--- config.mk ---
export PLATFORM = sky130hd
export DESIGN_NAME = control_unit
export DESIGN_NICKNAME = d
export VERILOG_FILES = /design/src/rtl/control_unit.sv
export SDC_FILE = /design/constraint.sdc
export NUM_CORES = 1
export LEC_CHECK = 0
export CAP_MARGIN = 20
export CORE_ASPECT_RATIO = 0.6
export CORE_UTILIZATION = 47
export CTS_CLUSTER_DIAMETER = 50
export DETAILED_ROUTE_END_ITERATION = 10
export PLACE_DENSITY = 0.76
export SLEW_MARGIN = 30
export SYNTH_ARGS = -nofsm -noshare
export SYNTH_HDL_FRONTEND = slang
export SYNTH_SLANG_ARGS = --single-unit
--- constraint.sdc ---
create_clock -name clock -period 2.14 [get_ports clock]
set_input_delay 0.214 -clock clock [delete_from_list [all_inputs] [get_ports clock]]
set_output_delay 0.214 -clock clock [all_outputs]
set_load 0.005 [all_outputs]
--- src/rtl/control_unit.sv ---
// Multi-cycle fetch/decode/execute sequencer for the J17 core.
// Each instruction produces one registered execute step of datapath controls.
module control_unit (
    input  logic        clock,
    input  logic        resetn,
    output logic        imem_req,
    input  logic        imem_ack,
    input  logic [31:0] imem_instr,
    output logic [3:0]  opcode,
    output logic [31:0] op1,
    output logic [31:0] op2,
    output logic        imControl,
    output logic        regenable,
    output logic        ramenable,
    output logic        ramwrite,
    output logic [1:0]  pcControl,
    output logic [1:0]  writecode,
    output logic [31:0] retired,
    output logic        halted,
    output logic        illegal
);
    localparam logic [2:0] ST_FETCH  = 3'd0;
    localparam logic [2:0] ST_DECODE = 3'd1;
    localparam logic [2:0] ST_EXEC   = 3'd2;
    localparam logic [2:0] ST_MEM    = 3'd3;
    localparam logic [2:0] ST_HALT   = 3'd4;

    localparam logic [3:0] OP_ALU_REG = 4'd0;
    localparam logic [3:0] OP_ALU_IMM = 4'd1;
    localparam logic [3:0] OP_LI      = 4'd2;
    localparam logic [3:0] OP_LOAD    = 4'd3;
    localparam logic [3:0] OP_STORE   = 4'd4;
    localparam logic [3:0] OP_JMP     = 4'd5;
    localparam logic [3:0] OP_NOP     = 4'd6;
    localparam logic [3:0] OP_HALT    = 4'd7;

    localparam logic [1:0] PC_NEXT = 2'd0;
    localparam logic [1:0] PC_LOAD = 2'd1;
    localparam logic [1:0] PC_HOLD = 2'd2;
    localparam logic [1:0] WC_ALU  = 2'd0;
    localparam logic [1:0] WC_OP2  = 2'd1;
    localparam logic [1:0] WC_RAM  = 2'd2;

    logic [2:0]  state_r;
    logic [2:0]  state_s;
    logic [31:0] instr_r;
    logic [31:0] instr_s;
    logic [3:0]  major_s;
    logic        req_s;
    logic        imc_s;
    logic        regen_s;
    logic        ramen_s;
    logic        ramwr_s;
    logic [1:0]  pc_s;
    logic [1:0]  wc_s;
    logic [3:0]  opcode_s;
    logic [31:0] op1_s;
    logic [31:0] op2_s;
    logic        retire_s;
    logic        halted_s;
    logic        illegal_s;

    assign major_s = instr_r[31:28];

    // Next-state and next-output computation; outputs are registered so every
    // strobe value here becomes visible in the state being entered.
    always_comb begin
        state_s   = state_r;
        instr_s   = instr_r;
        req_s     = 1'b0;
        imc_s     = 1'b0;
        regen_s   = 1'b0;
        ramen_s   = 1'b0;
        ramwr_s   = 1'b0;
        pc_s      = PC_HOLD;
        wc_s      = WC_ALU;
        opcode_s  = opcode;
        op1_s     = op1;
        op2_s     = op2;
        retire_s  = 1'b0;
        halted_s  = halted;
        illegal_s = illegal;
        case (state_r)
            ST_FETCH: begin
                if (imem_req && imem_ack) begin
                    state_s = ST_DECODE;
                    instr_s = imem_instr;
                end else begin
                    req_s = 1'b1;
                end
            end
            ST_DECODE: begin
                if (major_s[3]) begin
                    state_s   = ST_HALT;
                    halted_s  = 1'b1;
                    illegal_s = 1'b1;
                end else begin
                    state_s  = ST_EXEC;
                    opcode_s = instr_r[27:24];
                    op1_s    = {27'd0, instr_r[23:19]};
                    if (major_s == OP_ALU_REG) begin
                        op2_s = {27'd0, instr_r[18:14]};
                    end else begin
                        op2_s = {13'd0, instr_r[18:0]};
                    end
                    case (major_s)
                        OP_ALU_REG: begin
                            regen_s = 1'b1;
                            pc_s    = PC_NEXT;
                        end
                        OP_ALU_IMM: begin
                            imc_s   = 1'b1;
                            regen_s = 1'b1;
                            pc_s    = PC_NEXT;
                        end
                        OP_LI: begin
                            wc_s    = WC_OP2;
                            regen_s = 1'b1;
                            pc_s    = PC_NEXT;
                        end
                        OP_LOAD: begin
                            ramen_s = 1'b1;
                        end
                        OP_STORE: begin
                            ramen_s = 1'b1;
                            ramwr_s = 1'b1;
                            pc_s    = PC_NEXT;
                        end
                        OP_JMP: begin
                            pc_s = PC_LOAD;
                        end
                        OP_NOP: begin
                            pc_s = PC_NEXT;
                        end
                        default: begin
                            pc_s = PC_HOLD;
                        end
                    endcase
                    // LOAD retires in MEM and HALT on entry to the halt state
                    retire_s = (major_s != OP_LOAD) && (major_s != OP_HALT);
                end
            end
            ST_EXEC: begin
                if (major_s == OP_LOAD) begin
                    state_s  = ST_MEM;
                    ramen_s  = 1'b1;
                    regen_s  = 1'b1;
                    wc_s     = WC_RAM;
                    pc_s     = PC_NEXT;
                    retire_s = 1'b1;
                end else if (major_s == OP_HALT) begin
                    state_s  = ST_HALT;
                    halted_s = 1'b1;
                    retire_s = 1'b1;
                end else begin
                    state_s = ST_FETCH;
                    req_s   = 1'b1;
                end
            end
            ST_MEM: begin
                state_s = ST_FETCH;
                req_s   = 1'b1;
            end
            ST_HALT: begin
                state_s = ST_HALT;
            end
            default: begin
                state_s = ST_FETCH;
            end
        endcase
    end

    // State and output registers with synchronous active-low reset.
    always_ff @(posedge clock) begin
        if (!resetn) begin
            state_r   <= ST_FETCH;
            instr_r   <= 32'd0;
            imem_req  <= 1'b0;
            imControl <= 1'b0;
            regenable <= 1'b0;
            ramenable <= 1'b0;
            ramwrite  <= 1'b0;
            pcControl <= PC_HOLD;
            writecode <= WC_ALU;
            opcode    <= 4'd0;
            op1       <= 32'd0;
            op2       <= 32'd0;
            retired   <= 32'd0;
            halted    <= 1'b0;
            illegal   <= 1'b0;
        end else begin
            state_r   <= state_s;
            instr_r   <= instr_s;
            imem_req  <= req_s;
            imControl <= imc_s;
            regenable <= regen_s;
            ramenable <= ramen_s;
            ramwrite  <= ramwr_s;
            pcControl <= pc_s;
            writecode <= wc_s;
            opcode    <= opcode_s;
            op1       <= op1_s;
            op2       <= op2_s;
            retired   <= retire_s ? (retired + 32'd1) : retired;
            halted    <= halted_s;
            illegal   <= illegal_s;
        end
    end
endmodule

==> summary.md, run 1 <==
| Metric | Value |
|---|---|
| Tightest Pin Transition | 0.589 ns |
| Max Fclk | 507 MHz |
| Number of distinct library cells after synthesis | 46 |
| Yosys top cell by area | dfxtp_1 |
| WP data arrival | 2.25 ns |
| Io pins | 146 |
| Drt pass-1 iters | 5 |
| Critical Path RT | 2.42 ns |
| Seq cells post-synth | 106 |
| Crit path launch type | flop |
| Clk pin slew, worst setup/hold paths | 0.07 ns |
| Met2 usage | 35.2% |
| WHS Endpoint | instr_r[23] |
| Worst Skew | 0.00775 ns |
| # Post-CTS Setup Buffers | 0 |
| Post-CTS sizing | 0 |
| Status | completed |
| Gr busiest metal | met2 |
| Max Slew Vio Count | 0 |
| DR vias | 4201 |
| Die Y | 80.1 µm |
| Post-synth EDFFs | 0 |
| Crit end category | flop |
| Switching share of power | 25.6% |
| Compound-Gate Fraction of Synth Area | 11.9% |
| Synth Flop Type | dfxtp_1 |
| Hold_buf cts | 0 |
| Crit Path Max Fanout | 19 |
| Post-synthesis mux area share | 5.23% |
| Comb power frac | 11.4% |
| Clock Sinks | 106 |
| Adder-Cell Fraction of Synth Area | 0.262% |
| Final ANT Viol Nets | 0 |
| Dpl hpwl | 7.85 mm |
| H-tree depth | 3 |
| First DRT Iteration DRCs | 225 |
| Tmin final | 1.97 ns |
| XOR/XNOR Fraction of Synth Area | 0.183% |
| DR vias/cell | 5.23 |
| Core area | 9880 µm² |
| Leakage | 2.11 nW |
| FF-to-FF Start | instr_r[31] |
| Vias in the first global route | 3755 |
| Post-synthesis simple-gate area fraction | 27.4% |
| Initial antenna violation count | 0 |
| Critical path class | flop to flop |
| Post-Route WL | 11.7 mm |
| First-pass GRT wire length | 18.5 mm |
| Crit-path max cell delay | 0.64 ns |
| WHS Path Cells | 3 |
| Synth top cells by count | nand2_1, dfxtp_1, a21oi_1 |
| Pwr Total | 4.24 mW |
| VDD IR max | 0.000512 V |
| Mean post-synth cell area | 8.28 µm² |
| Die width | 132 µm |
| Register area share after synthesis | 44.4% |
| Setup TNS | 0 ns |
| Cells after synthesis | 578 |
| WL/cell | 14.5 µm |
| M3 GR Usage | 4.73% |
| WP buf/inv | 0 |
| Global route overflow | 0 |
| Share of cells above drive strength 1 | 5.83% |
| Final period util | 92.1% |
| Net Sw Power | 1.09 mW |
| CP max-delay cell | or4_1 |
| Met1 Use GR | 29.1% |
| Pin count of the biggest net entering global routing | 62 |
| Max cap viols | 0 |
| Rows | 28 |
| Synth area leaders | dfxtp_1, nand2_1, a21oi_1 |
| Final hold vios | 0 |
| Initial cell density of the core | 48.4% |
| Num CTS Buffers | 9 |
| Port Buffers | 105 |
| DRC viols | 0 |
| Hold Path Origin | imem_instr[23] |
| Worst R2R End | retired[5] |
| Overall Global Routing Usage | 21.6% |
| Worst r2r path cells | 4 |
| Register-to-register setup slack | 0.17 ns |
| Rel. slew slack | 60.6% |
| Synth Warn # | 0 |
| Post-layout net count | 700 |
| Placed instance count | 788 |
| Worst-skew pair later-pin latency | 0.34 ns |
| CTS tree | built |
| CTS Buffer Depth | 2 |
| Async S/R FF share, synth | 0% |
| DIE AREA | 10600 µm² |
| Mapped Area | 4780 µm² |
| Worst-path cell chain | nor2_4 -> nand4_2 -> or4_1 -> a21oi_1 |
| Setup Viol. Count Final | 0 |
| Area Growth Syn to Fin | 27.6% |
| Area fraction of the dominant cell type after synthesis | 44.4% |
| P_int | 3.16 mW |
| Setup WS pre-CTS | 0.225 ns |
| Count leader, synth | nand2_1 |
| Worst hold path class | input pin to flop |
| Routability cong. | 0.822 |
| Main combinational cell family by area after synthesis | simple AND/OR/NAND/NOR gates |
| Non-Filler Instances | 804 |
| Ant diodes | 0 |
| Family with the most delay on the worst path | simple AND/OR/NAND/NOR gates |
| Unrepaired setup endpoints after global routing | no |
| Clock share of power | 39.5% |
| Seq pwr share | 49.1% |
| Clock Root Buffer | clkbuf_16 |
| Worst Slack Setup Final | 0.169 ns |
| Pwr Density | 695 nW/µm² |
-- per-layer routing --
| metal | vias to the layer above | part of all wire (%) |
|---|---|---|
| li1 | 2085 | - |
| met1 | 1999 | 49 |
| met2 | 107 | 46 |
| met3 | 10 | 4.5 |
| met4 | 0 | 0.93 |
| met5 | - | 0 |
-- worst reg2reg max path, cell delays in order, from the launching register on --
cell	delay, ns
dfxtp_1	0.43
nor2_4	0.24
nand4_2	0.46
or4_1	0.64
a21oi_1	0.15
-- layout by cell type (no fill, tap or decap), types with 4 or more instances in the layout --
cell type and n:
nand2_1 128, dfxtp_1 106, clkdlybuf4s50_1 105, a21oi_1 71, conb_1 40, nand3_1 26
mux2i_1 25, nand2b_1 22, nor4_1 16, nor2_1 15, o31ai_1 9, or4_1 9
clkbuf_16 9, buf_4 9, or3_1 6, and4_1 6, nand4_1 6, a211oi_1 5
inv_1 5, nor3_1 4, nor4b_1 4, o21ai_0 4
-- power groups by stage --
stage               logic [mW]  clock network [mW]  registers, mW
floorplan                0.345                   0           2.11
global placement         0.470                   0           2.12
detailed placement       0.480                   0           2.13
CTS                      0.482                1.71           2.08
global route             0.532                1.79           2.09
finish                   0.484                1.67           2.08
-- area by class of cell --
class | instances | area (µm²)
Fill cell | 837 | 3770
Multi-Input combinational cell | 424 | 2310
Sequential cell | 106 | 2120
Timing Repair Buffer | 117 | 1180
Clock buffer | 9 | 225
Tap cell | 135 | 169
Clock inverter | 7 | 77.6
Inverter | 6 | 22.5
-- registers in the layout, indices dropped and copies added (netlist names), 2 cells and up --
register	cells
instr_r	32
state_r	3
opcode	4
op1	5
writecode	2
pcControl	2
retired	32
op2	19
-- how the worst max path moves through the flow --
| stage | start | endpoint | slack, ns | cells past startpoint |
|---|---|---|---|---|
| 5_1_grt | retired[10] | retired[20] | 0.009 | 4 |
| 3_5_place_dp | retired[3] | retired[18] | 0.22 | 4 |
| 6_report | instr_r[31] | retired[5] | 0.17 | 4 |
| 2_1_floorplan | instr_r[31] | ramenable | 0.51 | 5 |
| 3_3_place_gp | retired[10] | retired[18] | 0.29 | 4 |
| 4_1_cts | retired[3] | retired[18] | 0.20 | 4 |
-- per-stage QoR --
stage	cell area [µm²]	hold WS [ns]	utilization, %
2_1_floorplan	4930	0.350	-
3_3_place_gp	5800	0.436	58.7
3_5_place_dp	5800	0.447	58.7
4_1_cts	6100	0.408	61.8
5_1_grt	6100	0.413	61.8
6_report	6100	0.415	61.8
-- logic make-up (layout without fill, tap and decap cells) --
| kind of cell | count (synthesis) | after routing |
|---|---|---|
| AO/OA/AOI/OAI | 98 | 98 |
| XOR/XNOR | 1 | 1 |
| adder cells (fa/ha/maj) | 1 | 1 |
| buffers and inverters | 87 | 139 |
| flip-flops | 106 | 106 |
| multiplexers | 25 | 25 |
| other | 1 | 40 |
| AND/OR/NAND/NOR | 259 | 259 |
Note: power is estimated with default switching activity, not from simulation.
==> run 2, diff against run 1 <==
- CTS_CLUSTER_SIZE: unset -> 10
==> results of run 2 <==
Same layout as run 1: the final DEF is identical, and so are final timing and power.
